`config.mk`:
```
export PLATFORM = sky130hd
export DESIGN_NAME = div_repsub
export DESIGN_NICKNAME = d
export VERILOG_FILES = /design/src/rtl/div_repsub.sv
export SDC_FILE = /design/constraint.sdc
export NUM_CORES = 1
export LEC_CHECK = 0
export BUFFER_PORTS_ARGS = -buffer_cell sky130_fd_sc_hd__buf_2
export CAP_MARGIN = 20
export CELL_PAD_IN_SITES_DETAIL_PLACEMENT = 1
export CELL_PAD_IN_SITES_GLOBAL_PLACEMENT = 2
export CORE_MARGIN = 5
export CORE_UTILIZATION = 30
export CTS_BUF_LIST = sky130_fd_sc_hd__clkbuf_16
export DETAILED_ROUTE_END_ITERATION = 12
export PLACE_DENSITY_LB_ADDON = 0.1
export SYNTH_ARGS = -nofsm -noshare
export SYNTH_HDL_FRONTEND = slang
export SYNTH_SLANG_ARGS = --single-unit
```
`constraint.sdc`:
```
create_clock -name clk -period 2.2 [get_ports clk]
set_input_delay 0.33 -clock clk [delete_from_list [all_inputs] [get_ports clk]]
set_output_delay 0.33 -clock clk [all_outputs]
set_load 0.01 [all_outputs]
```
`src/rtl/div_repsub.sv`:
```
// Unsigned repeated-subtraction divider with a start/done handshake.
// Optional macro DIV_DONE_PULSE_EN: done becomes a one-cycle pulse instead of sticky.
module div_repsub #(
  parameter int WIDTH = 16
) (
  input  logic             clk,
  input  logic             rst,
  input  logic             start,
  input  logic [WIDTH-1:0] dividend,
  input  logic [WIDTH-1:0] divisor,
  output logic             busy,
  output logic             done,
  output logic [WIDTH-1:0] quotient,
  output logic [WIDTH-1:0] remainder,
  output logic             div_by_zero
);

  // Handshake: start is honoured only in IDLE or DONE. Operands are captured on
  // that edge. done stays high in DONE (sticky) or for one cycle (pulse build),
  // and the results hold until the next accepted start.
  typedef enum logic [1:0] {
    IDLE = 2'd0,
    RUN  = 2'd1,
    DONE = 2'd2
  } state_t;

  state_t           state;
  state_t           state_next;
  logic [WIDTH-1:0] divisor_reg;
  logic             accept;
  logic             step;
  logic             divisor_zero;

  assign divisor_zero = (divisor == '0);

  always_comb begin
    state_next = state;
    accept     = 1'b0;
    step       = 1'b0;
    case (state)
      IDLE, DONE: begin
        if (start) begin
          accept     = 1'b1;
          state_next = divisor_zero ? DONE : RUN;
        end else begin
`ifdef DIV_DONE_PULSE_EN
          state_next = IDLE;
`else
          state_next = state;
`endif
        end
      end
      RUN: begin
        if (remainder >= divisor_reg) begin
          step = 1'b1;
        end else begin
          state_next = DONE;
        end
      end
      default: state_next = IDLE;
    endcase
  end

  always_ff @(posedge clk or posedge rst) begin
    if (rst) begin
      state       <= IDLE;
      busy        <= 1'b0;
      done        <= 1'b0;
      quotient    <= '0;
      remainder   <= '0;
      divisor_reg <= '0;
      div_by_zero <= 1'b0;
    end else begin
      state <= state_next;
      // Status flags are flopped copies of the next state, so no input reaches an output combinationally.
      busy  <= (state_next == RUN);
      done  <= (state_next == DONE);
      if (accept) begin
        remainder   <= dividend;
        divisor_reg <= divisor;
        if (divisor_zero) begin
          quotient    <= '1;
          div_by_zero <= 1'b1;
        end else begin
          quotient    <= '0;
          div_by_zero <= 1'b0;
        end
      end else if (step) begin
        remainder <= remainder - divisor_reg;
        quotient  <= quotient + 1'b1;
      end
    end
  end

endmodule

```
### Yosys cells after proc, flatten, opt, wreduce, memory -nomap -nowiden

Cells that the tools add are included.

* register bits: 53
* word-level logic and storage cells: 32

* add/sub/neg operators: 2
* $lt $le $gt $ge: 1
* eq/ne operators: 4
* mux-type cells: 14
* reductions and logical operators: 4

Operator list (count)
* 2-to-1 mux 16 bit: 5
* adder 16 x 1 -> 16 bit, second input constant: 1
* >= comparator 16 bit: 1
* logical NOT 16 bit: 1
* subtractor 16 bit: 1
* 2-to-1 mux 2 bit: 3
* 2-to-1 mux 1 bit: 5
* == test 2 x 1 -> 1 bit, second input constant: 2
* == test 2 bit, second input constant: 2
* one-hot mux 2 bit (2 select lines): 1
* logical NOT 2 bit: 1
* nonzero test 2 bit: 1
* OR reduction 2 bit: 1

### Logic depth before layout (Yosys ltp)

Gate-level depths: netlist of the first run.

* depth in word-level cells: 5
* gate-level depth with buffers: 11
* gate-level depth less buffers: 9

### Worst setup path before layout of the first run

Ideal clock, no wire load.

* path type: reg-to-reg
* start: register remainder[0]
* end: register quotient[4]
* library setup time: 0.139 ns
* arrival time: 2.249 ns
* path slack: -0.188 ns
* stages on the path, launching flop included: 11
* path through: dfrtp_1 -> inv_1 -> ha_1 -> fa_1 -> nand2b_1 -> a21oi_4 -> o21ai_4 -> a21o_1 -> buf_6 -> o311ai_2 -> o311ai_1

* word-level cells in the longest chain between the ends: 4

RTL lines
* start: declaration: RTL line 14 `output logic [WIDTH-1:0] remainder,`
* start signal: assignment: RTL line 79 `remainder <= dividend;`
* start signal: assignment: RTL line 89 `remainder <= remainder - divisor_reg;`
* >= comparator 16 bit: RTL line 54 `if (remainder >= divisor_reg) begin`
* 2-to-1 mux 1 bit: RTL line 54
* 2-to-1 mux 1 bit: RTL line 40 `case (state)`
* nonzero test 2 bit (no line)
* end signal: assignment: RTL line 90 `quotient <= quotient + 1'b1;`
* end: declaration: RTL line 13 `output logic [WIDTH-1:0] quotient,`

No other way between the ends.
A chain may end at the register's enable or synchronous reset.

### Final worst setup path of the first run

* start: register remainder[11]
* end: register quotient[13]

The elaborated chain is that of the path after synthesis.

==> run summary, run 1 <==
## Global routing
* **global-route wire length before repair** 20700 um
* **overall fraction of global-route tracks in use** 18.1%
* **maximum number of pins on one net before global-route repair** 32
* **initial antenna violation count** 0
* **number of global-route vias before repair** 3847
* **sum of overflow across all layers after global routing** 0

## Logic synthesis
* **number of synthesized register bits** 53
* **synthesis warning total** 0
* **Synth async-reset ratio** 100%
* **number of enable flip-flop cells after synthesis** 0
* **post-synthesis average cell area** 9.10 um2
* **proportion of synthesized chip area in sequential cells** 38.1%
* **unique cell type count in the Yosys netlist** 62
* **Synthesized Nets** 436
* **Mapped Cells** 383
* **Mapped Area** 0.00348 mm2
* **main flop type after synthesis** dfrtp_1

## Setup path
* **largest fanout on the critical path** 7
* **CP Capture Type** flip-flop
* **biggest cell delay along the critical path** 440 ps
* **crit-path most repeated cell** buf_12
* **Worst EP arrival** 2570 ps
* **largest delay contributor family on the critical path** compound AO/OA/AOI/OAI gates
* **launching point of the worst reg2reg path** remainder[11]
* **cells traversed along the worst timing path** ha_4, nand4_4, or3_4, o211a_4, buf_12, a21oi_4, buf_12, a31oi_1, o22a_1
* **CP Class** flip-flop to flip-flop
* **critical path launch point type** flip-flop
* **count of buffering cells on the critical path with inverters included** 2
* **cell at the slowest stage of the critical path** dfrtp_1
* **worst setup path startpoint** remainder[11]
* **reg2reg setup slack** -180 ps
* **required time at the endpoint of the critical path** 2390 ps

## Floorplanning
* **DIE WIDTH** 118 um
* **number of cell rows** 39
* **Starting Density** 30.5%
* **core box area** 0.0114 mm2
* **I/O pin count** 70
* **Total Die Area** 0.0139 mm2
* **vertical die dimension** 118 um

## Placement
* **placed standard-cell area** 0.00451 mm2
* **Setup WS pre-CTS** -231 ps
* **placed wire-length estimate after detailed placement** 9080 um
* **weighted congestion reported at the end of routability-driven placement** 0.841
* **quantity of I/O buffers inserted on ports** 69

## Routing
* **number of remaining DRC errors** 0
* **via count normalized by instance count** 5.19
* **remaining number of nets flagged by the antenna check after routing** 0
* **detailed-route via count** 3490
* **aggregate routed wire length** 12400 um
* **Detailed Route Iter0 Violations** 148
* **post-DR wirelength/cell** 18.4 um
* **number of detailed-routing iterations run before antenna repair** 4

## Timing
* **slew at the pin closest to its max-slew limit** 529 ps
* **final setup violation count** 29
* **Max Clock Freq** 420 MHz
* **Final WS setup** -182 ps
* **final hold viol count** 0
* **final worst clock skew** 6.68 ps
* **time the worst path needs with I/O delays and setup** 2380 ps
* **unrepaired setup endpoints after global routing** true
* **max-slew violation total from the final report** 0
* **worst slack on hold paths** 50.9 ps
* **headroom to the max-slew limit** 64.4%
* **final period utilization** 108%

## Pwr
* **Clk pwr share** 8.8%
* **Worst VDD drop** 0.617 mV
* **combinational power share** 75.0%
* **fraction of power spent switching nets** 43.6%
* **Power, Total** 10.5 mW
* **Cell Int Power** 5.90 mW
* **fraction of power consumed by sequential logic** 16.2%
* **net load switching power** 4.56 mW
* **reported leakage power** 2.36 nW
* **power density over the cells** 1980 mW/mm2

## Clock network
* **clock insertion delay at the later pin of the skew report** 300 ps
* **clock tree root driver cell** clkbuf_16
* **TritonCTS clock tree** done
* **number of buffers created by CTS** 5
* **clock net sink count** 53
* **maximum buffer depth of the clock tree** 2
* **clock-pin slew reported for the worst setup and hold paths after clock tree synthesis** 70 ps
* **CTS H-tree depth** 2

## Finish
* **proportion of layout cells with a drive suffix above 1** 46.4%
* **final instance area** 0.00527 mm2
* **diodes inserted** 0
* **share of the core filled with cells** 46.2%
* **# nets final** 583
* **area added between synthesis and finish** 51.3%
* **most common cell after layout, fill and taps aside** buf_4
* **most used cells in the layout excluding fill and tap cells** 77 x buf_4, 69 x buf_2, 53 x dfrtp_1

## Job
* **count of max-cap constraint violations** 0

## Run status
* **violations in the final reports** negative setup slack
* **status** finished, violations left

## Min path
* **worst min-delay path class** primary input to asynchronous set/reset pin

[metrics by stage]
step	setup TNS, ps	cells
CTS	-2010	666
floorplan	-1510	383
global route	-6120	673
finish	-3550	673
detailed placement	-4420	647
global placement	-3570	647
[layer usage]
metal  track usage (%)  wire [um]  up-vias
li1                  -          -     1699
met1              23.9       5850     1722
met2              31.1       6010       60
met3              2.98        414        9
met4              3.80        119        0
met5                 0          0        -
[power groups by stage]
stage	registers, mW	clock network, mW	logic, mW
final	1.69	0.921	7.84
after global routing	1.75	0.974	8.58
after CTS	1.68	0.949	7.38
after detailed placement	1.65	0	6.29
after global placement	1.63	0	6.19
after floorplan	1.70	0	3.72
[cell usage after synthesis, drive strengths merged (2+ instances only)]
master | n | area [um2]
and3 | 3 | 18.8
a31oi | 8 | 50.1
a41o | 2 | 20.0
buf | 14 | 115
or3 | 2 | 12.5
nor2b | 2 | 12.5
inv | 21 | 78.8
nor3 | 7 | 35.0
dfrtp | 53 | 1330
a21oi | 24 | 146
or3b | 2 | 17.5
nor2 | 16 | 60.1
o21a | 3 | 22.5
nand2b | 4 | 25.0
o211ai | 7 | 52.6
nand2 | 50 | 190
o2111ai | 4 | 35.0
o21ai | 31 | 166
nand3 | 25 | 125
nand4 | 10 | 83.8
ha | 17 | 213
o311ai | 5 | 51.3
clkbuf | 11 | 41.3
nor4 | 5 | 31.3
o22a | 2 | 17.5
o22ai | 2 | 12.5
a2111oi | 6 | 103
xor2 | 6 | 52.6
xnor2 | 9 | 78.8
a2bb2oi | 4 | 35.0
a21o | 7 | 53.8
a211oi | 2 | 15.0
a311oi | 2 | 17.5
o211a | 2 | 27.5
and4 | 3 | 27.5
[path summary, 6_finish.rpt]
kind                       cells after the start        endpoint
min in group clk                               3    remainder[6]
min                                            2   remainder[15]
max reg2reg                                    9    quotient[13]
max                                            9    quotient[13]
max in group asynchronous                      3  divisor_reg[8]
min reg2reg                                    2  divisor_reg[0]
[kinds of logic after synthesis]
group / count (synthesis) / synth area share, %
flops: 53 / 38.1
simple gates: 134 / 19.5
buf+inv: 46 / 6.75
mux: 2 / 0.610
xor+xnor: 15 / 3.77
compound gates: 115 / 24.7
fa+ha+maj: 18 / 6.68
[repair_timing]
| item | CTS | global route |
|---|---|---|
| endpoints found under the hold margin | 0 | 0 |
| hold buffers | 0 | 0 |
| pin swaps | 21 | 15 |
| setup buffers | 12 | 9 |
| cloned | 0 | 1 |
| setup endpoints to repair | 34 | 34 |
| resized for setup | 52 | 22 |
[cell type report]
type	instances	area, um2
Multi-Input combinational cell	284	2340
Inverter	21	78.8
Clock inverter	2	35.0
Clock buffer	5	125
Sequential cell	53	1330
Tap cell	143	179
Fill cell	1308	6140
Timing Repair Buffer	165	1190
No activity file was read; power rests on OpenSTA's default activity.
==> run 2, diff against run 1 <==
--- a/config.mk
+++ b/config.mk
@@ -8,12 +8,12 @@
 export BUFFER_PORTS_ARGS = -buffer_cell sky130_fd_sc_hd__buf_2
 export CAP_MARGIN = 20
 export CELL_PAD_IN_SITES_DETAIL_PLACEMENT = 1
-export CELL_PAD_IN_SITES_GLOBAL_PLACEMENT = 2
+export CELL_PAD_IN_SITES_GLOBAL_PLACEMENT = 1
 export CORE_MARGIN = 5
-export CORE_UTILIZATION = 30
+export CORE_UTILIZATION = 38
 export CTS_BUF_LIST = sky130_fd_sc_hd__clkbuf_16
 export DETAILED_ROUTE_END_ITERATION = 12
-export PLACE_DENSITY_LB_ADDON = 0.1
+export PLACE_DENSITY = 0.84
 export SYNTH_ARGS = -nofsm -noshare
 export SYNTH_HDL_FRONTEND = slang
 export SYNTH_SLANG_ARGS = --single-unit
==> run 2 against run 1 <==
Net effect:
- the run still ends with negative setup slack left
- flip-flop and latch count is the same
- via count grew 9.8%
- combinational power grew 4.6%
==> run summary, run 2 (synthesis gave the netlist of run 1 again) <==
## Run status
* **status** finished, violations left
* **violations in the final reports** negative setup slack

## Timing
* **final setup violation count** 34
* **Final WS setup** -250 ps
* **final hold viol count** 0
* **max-slew violation total from the final report** 0
* **Max Clock Freq** 408 MHz
* **headroom to the max-slew limit** 60.3%
* **final worst clock skew** 15.7 ps
* **final period utilization** 111%
* **time the worst path needs with I/O delays and setup** 2450 ps
* **worst slack on hold paths** 52.8 ps
* **unrepaired setup endpoints after global routing** true
* **slew at the pin closest to its max-slew limit** 591 ps

## Global routing
* **number of global-route vias before repair** 4093
* **overall fraction of global-route tracks in use** 24.2%
* **global-route wire length before repair** 21700 um
* **maximum number of pins on one net before global-route repair** 49
* **initial antenna violation count** 0
* **sum of overflow across all layers after global routing** 0

## Routing
* **number of detailed-routing iterations run before antenna repair** 5
* **aggregate routed wire length** 15500 um
* **remaining number of nets flagged by the antenna check after routing** 0
* **Detailed Route Iter0 Violations** 229
* **detailed-route via count** 3831
* **number of remaining DRC errors** 0
* **via count normalized by instance count** 6.05
* **post-DR wirelength/cell** 24.5 um

## Setup path
* **CP Capture Type** flip-flop
* **required time at the endpoint of the critical path** 2400 ps
* **CP Class** flip-flop to flip-flop
* **critical path launch point type** flip-flop
* **largest fanout on the critical path** 7
* **Worst EP arrival** 2650 ps

## Clock network
* **CTS H-tree depth** 2
* **clock net sink count** 53
* **hold-fix buffers at CTS** 0
* **maximum buffer depth of the clock tree** 2
* **number of buffers created by CTS** 5
* **clock-pin slew reported for the worst setup and hold paths after clock tree synthesis** 90 ps
* **clock tree root driver cell** clkbuf_16
* **clock insertion delay at the later pin of the skew report** 310 ps
* **TritonCTS clock tree** done

## Min path
* **worst min-delay path class** primary input to asynchronous set/reset pin

## Finish
* **proportion of layout cells with a drive suffix above 1** 49.8%
* **final cell count without fillers** 633
* **most used cells in the layout excluding fill and tap cells** 75 x buf_4, 69 x buf_2, 52 x dfrtp_1
* **share of the core filled with cells** 57.0%
* **most common cell after layout, fill and taps aside** buf_4
* **# nets final** 574
* **area added between synthesis and finish** 49.1%
* **diodes inserted** 0

## Floorplanning
* **Starting Density** 38.3%
* **DIE WIDTH** 106 um
* **number of cell rows** 35
* **I/O pin count** 70
* **Total Die Area** 0.0112 mm2
* **vertical die dimension** 106 um
* **core box area** 0.00911 mm2

## Placement
* **quantity of I/O buffers inserted on ports** 69
* **Setup WS pre-CTS** -205 ps
* **placed cell count** 605
* **weighted congestion reported at the end of routability-driven placement** 0.882
* **placed wire-length estimate after detailed placement** 8970 um

## Pwr
* **Worst VDD drop** 0.725 mV
* **Power, Total** 10.8 mW
* **reported leakage power** 2.31 nW
* **power density over the cells** 2080 mW/mm2

## Job
* **count of max-cap constraint violations** 0

==> run 2: cell types whose count changed in the layout (fill, tap and decap cells not counted), sizes merged <==
cell	change
buf	-8
bufinv	-1
clkbuf	-1
clkinvlp	+1
inv	+1
==> run 2: layer usage <==
| layer | vias to the layer above | part of all wire (%) | track usage [%] |
|---|---|---|---|
| met5 | - | 0 | 0 |
| met4 | 0 | 4.2 | 8.97 |
| met3 | 57 | 5.8 | 4.53 |
| met2 | 190 | 53 | 44.3 |
| met1 | 1906 | 37 | 27.9 |
| li1 | 1678 | - | - |
==> run 2: worst paths after layout <==
check | endpoint | start | slack, ps | cells after the start
setup / recovery | quotient[10] | divisor_reg[0] | -250 | 8
hold / removal | divisor_reg[15] | rst | 50 | 2
setup reg to reg | quotient[10] | divisor_reg[0] | -250 | 8
hold reg to reg | div_by_zero | div_by_zero | 530 | 2
max in group asynchronous | remainder[6] | rst | 1450 | 3
min in group clk | divisor_reg[15] | divisor[15] | 240 | 3
==> run 2: power breakdown <==
part | internal (mW) | switching, mW
Combinational | 3.87 | 4.33
Clock | 0.431 | 0.443
Sequential | 1.36 | 0.386
==> run 2: critical path, stage by stage, from the launching register on <==
cell      delay [ps]
dfrtp_1          410
ha_4             190
fa_2             400
nand2b_4         170
a21oi_4          170
o21ai_4          130
a21o_4           290
or2_4            280
o311ai_4         280
==> run 2: cell type report <==
type | count | area [um2]
clock buffer | 5 | 125
clock inverter | 3 | 25.0
fill | 1048 | 3910
inverter | 21 | 78.8
multi-input combinational | 284 | 2420
sequential | 53 | 1330
tap | 111 | 139
timing repair buffer | 156 | 1080
==> run 2: repair_timing <==
item / CTS / global route
setup endpoints to repair: 34 / 34
endpoints found under the hold margin: 0 / 0
resized for setup: 42 / 59
pin swaps: 21 / 34
buffers inserted: 8 / 13
cloned: 1 / 0
==> run 2: stage by stage <==
stage | area (um2) | TNS (ps)
3_3_place_gp | 4370 | -1260
3_5_place_dp | 4370 | -3970
2_1_floorplan | 3520 | -1510
6_report | 5200 | -3890
4_1_cts | 4850 | -1080
5_1_grt | 5200 | -6450
==> run 3, diff against run 2 <==
--- a/config.mk
+++ b/config.mk
@@ -9,7 +9,7 @@
 export CAP_MARGIN = 20
 export CELL_PAD_IN_SITES_DETAIL_PLACEMENT = 1
 export CELL_PAD_IN_SITES_GLOBAL_PLACEMENT = 1
-export CORE_MARGIN = 5
+export CORE_ASPECT_RATIO = 0.7
 export CORE_UTILIZATION = 38
 export CTS_BUF_LIST = sky130_fd_sc_hd__clkbuf_16
 export DETAILED_ROUTE_END_ITERATION = 12
==> run 3 against run 2 <==
Net effect:
- the run still ends with negative setup slack left
- clock skew decreased by 9.0 ps
- design area decreased by 6.4%
- first-iteration DRC count increased by 30%
- flip-flop and latch count unchanged
- worst setup slack improved by 27 ps
- clock power decreased by 8.2%
- via count decreased by 2.3%
- die area decreased by 15%
- hold slack improved by 46 ps
- register-to-register slack improved by 30 ps
- combinational power decreased by 12%
- total power decreased by 10%
- highest routed layer unchanged
==> run summary, run 3 (synthesis gave the netlist of run 1 again) <==
## Run status
* **status** finished, violations left
* **violations in the final reports** negative setup slack

## Setup path
* **critical path launch point type** flip-flop
* **Worst EP arrival** 2600 ps
* **cells traversed along the worst timing path** ha_4, nand4_4, or3_4, o211a_4, buf_12, a21oi_4, buf_6, a31oi_2, o22a_1
* **CP Capture Type** flip-flop
* **largest delay contributor family on the critical path** compound AO/OA/AOI/OAI gates
* **biggest cell delay along the critical path** 430 ps
* **count of buffering cells on the critical path with inverters included** 2
* **largest fanout on the critical path** 7
* **required time at the endpoint of the critical path** 2380 ps
* **CP Class** flip-flop to flip-flop
* **cell at the slowest stage of the critical path** dfrtp_1

## Pwr
* **reported leakage power** 2.20 nW
* **fraction of power consumed by sequential logic** 17.6%
* **Worst VDD drop** 0.711 mV
* **net load switching power** 4.57 mW
* **fraction of power spent switching nets** 47.1%
* **Cell Int Power** 5.13 mW
* **power density over the cells** 1990 mW/mm2
* **Clk pwr share** 8.3%
* **Power, Total** 9.70 mW
* **combinational power share** 74.1%

## Global routing
* **sum of overflow across all layers after global routing** 0
* **global-route wire length before repair** 19700 um
* **maximum number of pins on one net before global-route repair** 34
* **overall fraction of global-route tracks in use** 27.0%
* **initial antenna violation count** 0
* **number of global-route vias before repair** 3805

## Finish
* **most common cell after layout, fill and taps aside** buf_2
* **final cell count without fillers** 630
* **proportion of layout cells with a drive suffix above 1** 41.8%
* **diodes inserted** 0
* **# nets final** 562
* **area added between synthesis and finish** 39.6%
* **most used cells in the layout excluding fill and tap cells** 69 x buf_2, 68 x buf_4, 53 x dfrtp_1

## Placement
* **placed wire-length estimate after detailed placement** 8960 um
* **weighted congestion reported at the end of routability-driven placement** 0.937
* **placed cell count** 614
* **quantity of I/O buffers inserted on ports** 69

## Timing
* **unrepaired setup endpoints after global routing** true
* **final hold viol count** 0
* **max-slew violation total from the final report** 0
* **slew at the pin closest to its max-slew limit** 618 ps
* **headroom to the max-slew limit** 58.7%
* **Final WS setup** -223 ps
* **final worst clock skew** 6.66 ps
* **final setup violation count** 32
* **Max Clock Freq** 413 MHz
* **final period utilization** 110%
* **setup total negative slack** -4500 ps
* **time the worst path needs with I/O delays and setup** 2420 ps

## Floorplanning
* **I/O pin count** 70
* **core box area** 0.00865 mm2
* **vertical die dimension** 82.1 um
* **Total Die Area** 0.00956 mm2
* **DIE WIDTH** 116 um
* **number of cell rows** 28
* **Starting Density** 40.3%

## Clock network
* **maximum buffer depth of the clock tree** 2
* **clock tree root driver cell** clkbuf_16
* **clock insertion delay at the later pin of the skew report** 300 ps
* **CTS H-tree depth** 2
* **TritonCTS clock tree** done
* **number of buffers created by CTS** 5
* **clock-pin slew reported for the worst setup and hold paths after clock tree synthesis** 70 ps
* **hold-fix buffers at CTS** 0
* **clock net sink count** 53

## Min path
* **worst min-delay path class** primary input to asynchronous set/reset pin

## Routing
* **Met3 Routed Length** 835 um
* **Detailed Route Iter0 Violations** 298
* **aggregate routed wire length** 13400 um
* **Met2 Wirelength** 6470 um
* **detailed-route via count** 3742
* **remaining number of nets flagged by the antenna check after routing** 0
* **number of detailed-routing iterations run before antenna repair** 5
* **number of remaining DRC errors** 0
* **via count normalized by instance count** 5.94
* **met1 WL** 5880 um
* **top layer reached by signal wires** met4
* **post-DR wirelength/cell** 21.3 um

## Job
* **count of max-cap constraint violations** 0

==> run 3: through the flow <==
stage | hold slack (ps) | area [um2] | utilization (%) | worst slack [ps]
detailed placement | 453 | 4380 | 50.6 | -266
global route | 154 | 4870 | 56.2 | -282
global placement | 434 | 4380 | 50.6 | -146
floorplan | 435 | 3520 | - | -103
finish | 98.9 | 4870 | 56.2 | -223
CTS | 138 | 4740 | 54.8 | -132
==> run 3: final timing paths <==
kind | from | endpoint | slack [ps] | cells after the start
setup / recovery | remainder[11] | quotient[12] | -220 | 9
hold / removal | rst | quotient[6] | 100 | 2
setup reg to reg | remainder[11] | quotient[12] | -220 | 9
hold reg to reg | divisor_reg[0] | divisor_reg[0] | 500 | 2
max in group asynchronous | rst | divisor_reg[2] | 1510 | 3
min in group clk | dividend[4] | remainder[4] | 240 | 3
==> run 3: worst reg2reg max path: stages, from the launching register on <==
cell and delay, ps:
dfrtp_1 430, ha_4 330, nand4_4 140, or3_4 420
o211a_4 160, buf_12 150, a21oi_4 190, buf_6 170
a31oi_2 90, o22a_1 240
==> run 3: layout make-up <==
type / count / area (um2)
multi-input cells: 284 / 2210
flip-flops and latches: 53 / 1330
clock inverters: 3 / 15.0
fillers: 1020 / 3790
clock buffers: 5 / 125
repair buffers: 144 / 956
well taps: 120 / 150
inverters: 21 / 78.8
==> run 3: power by group through the flow <==
stage	sequential [mW]	clock (mW)	combinational (mW)
detailed placement	1.65	0	6.02
global route	1.74	0.835	7.61
floorplan	1.70	0	3.72
finish	1.71	0.802	7.19
global placement	1.63	0	5.70
CTS	1.68	0.801	6.63
==> run 3: per-layer routing <==
| layer | vias to the layer above | GRT usage, % |
|---|---|---|
| met1 | 1884 | 35.4 |
| met2 | 171 | 46.6 |
| met3 | 25 | 4.23 |
| met4 | 0 | 7.31 |
| met5 | - | 0 |
| li1 | 1662 | - |
==> run 3: repair_timing <==
| action | 4_1_cts | 5_1_grt |
|---|---|---|
| setup buffers | 6 | 1 |
| cloned | 1 | 0 |
| endpoints found under the setup margin | 34 | 32 |
| resized for setup | 29 | 20 |
| pin swaps | 9 | 7 |
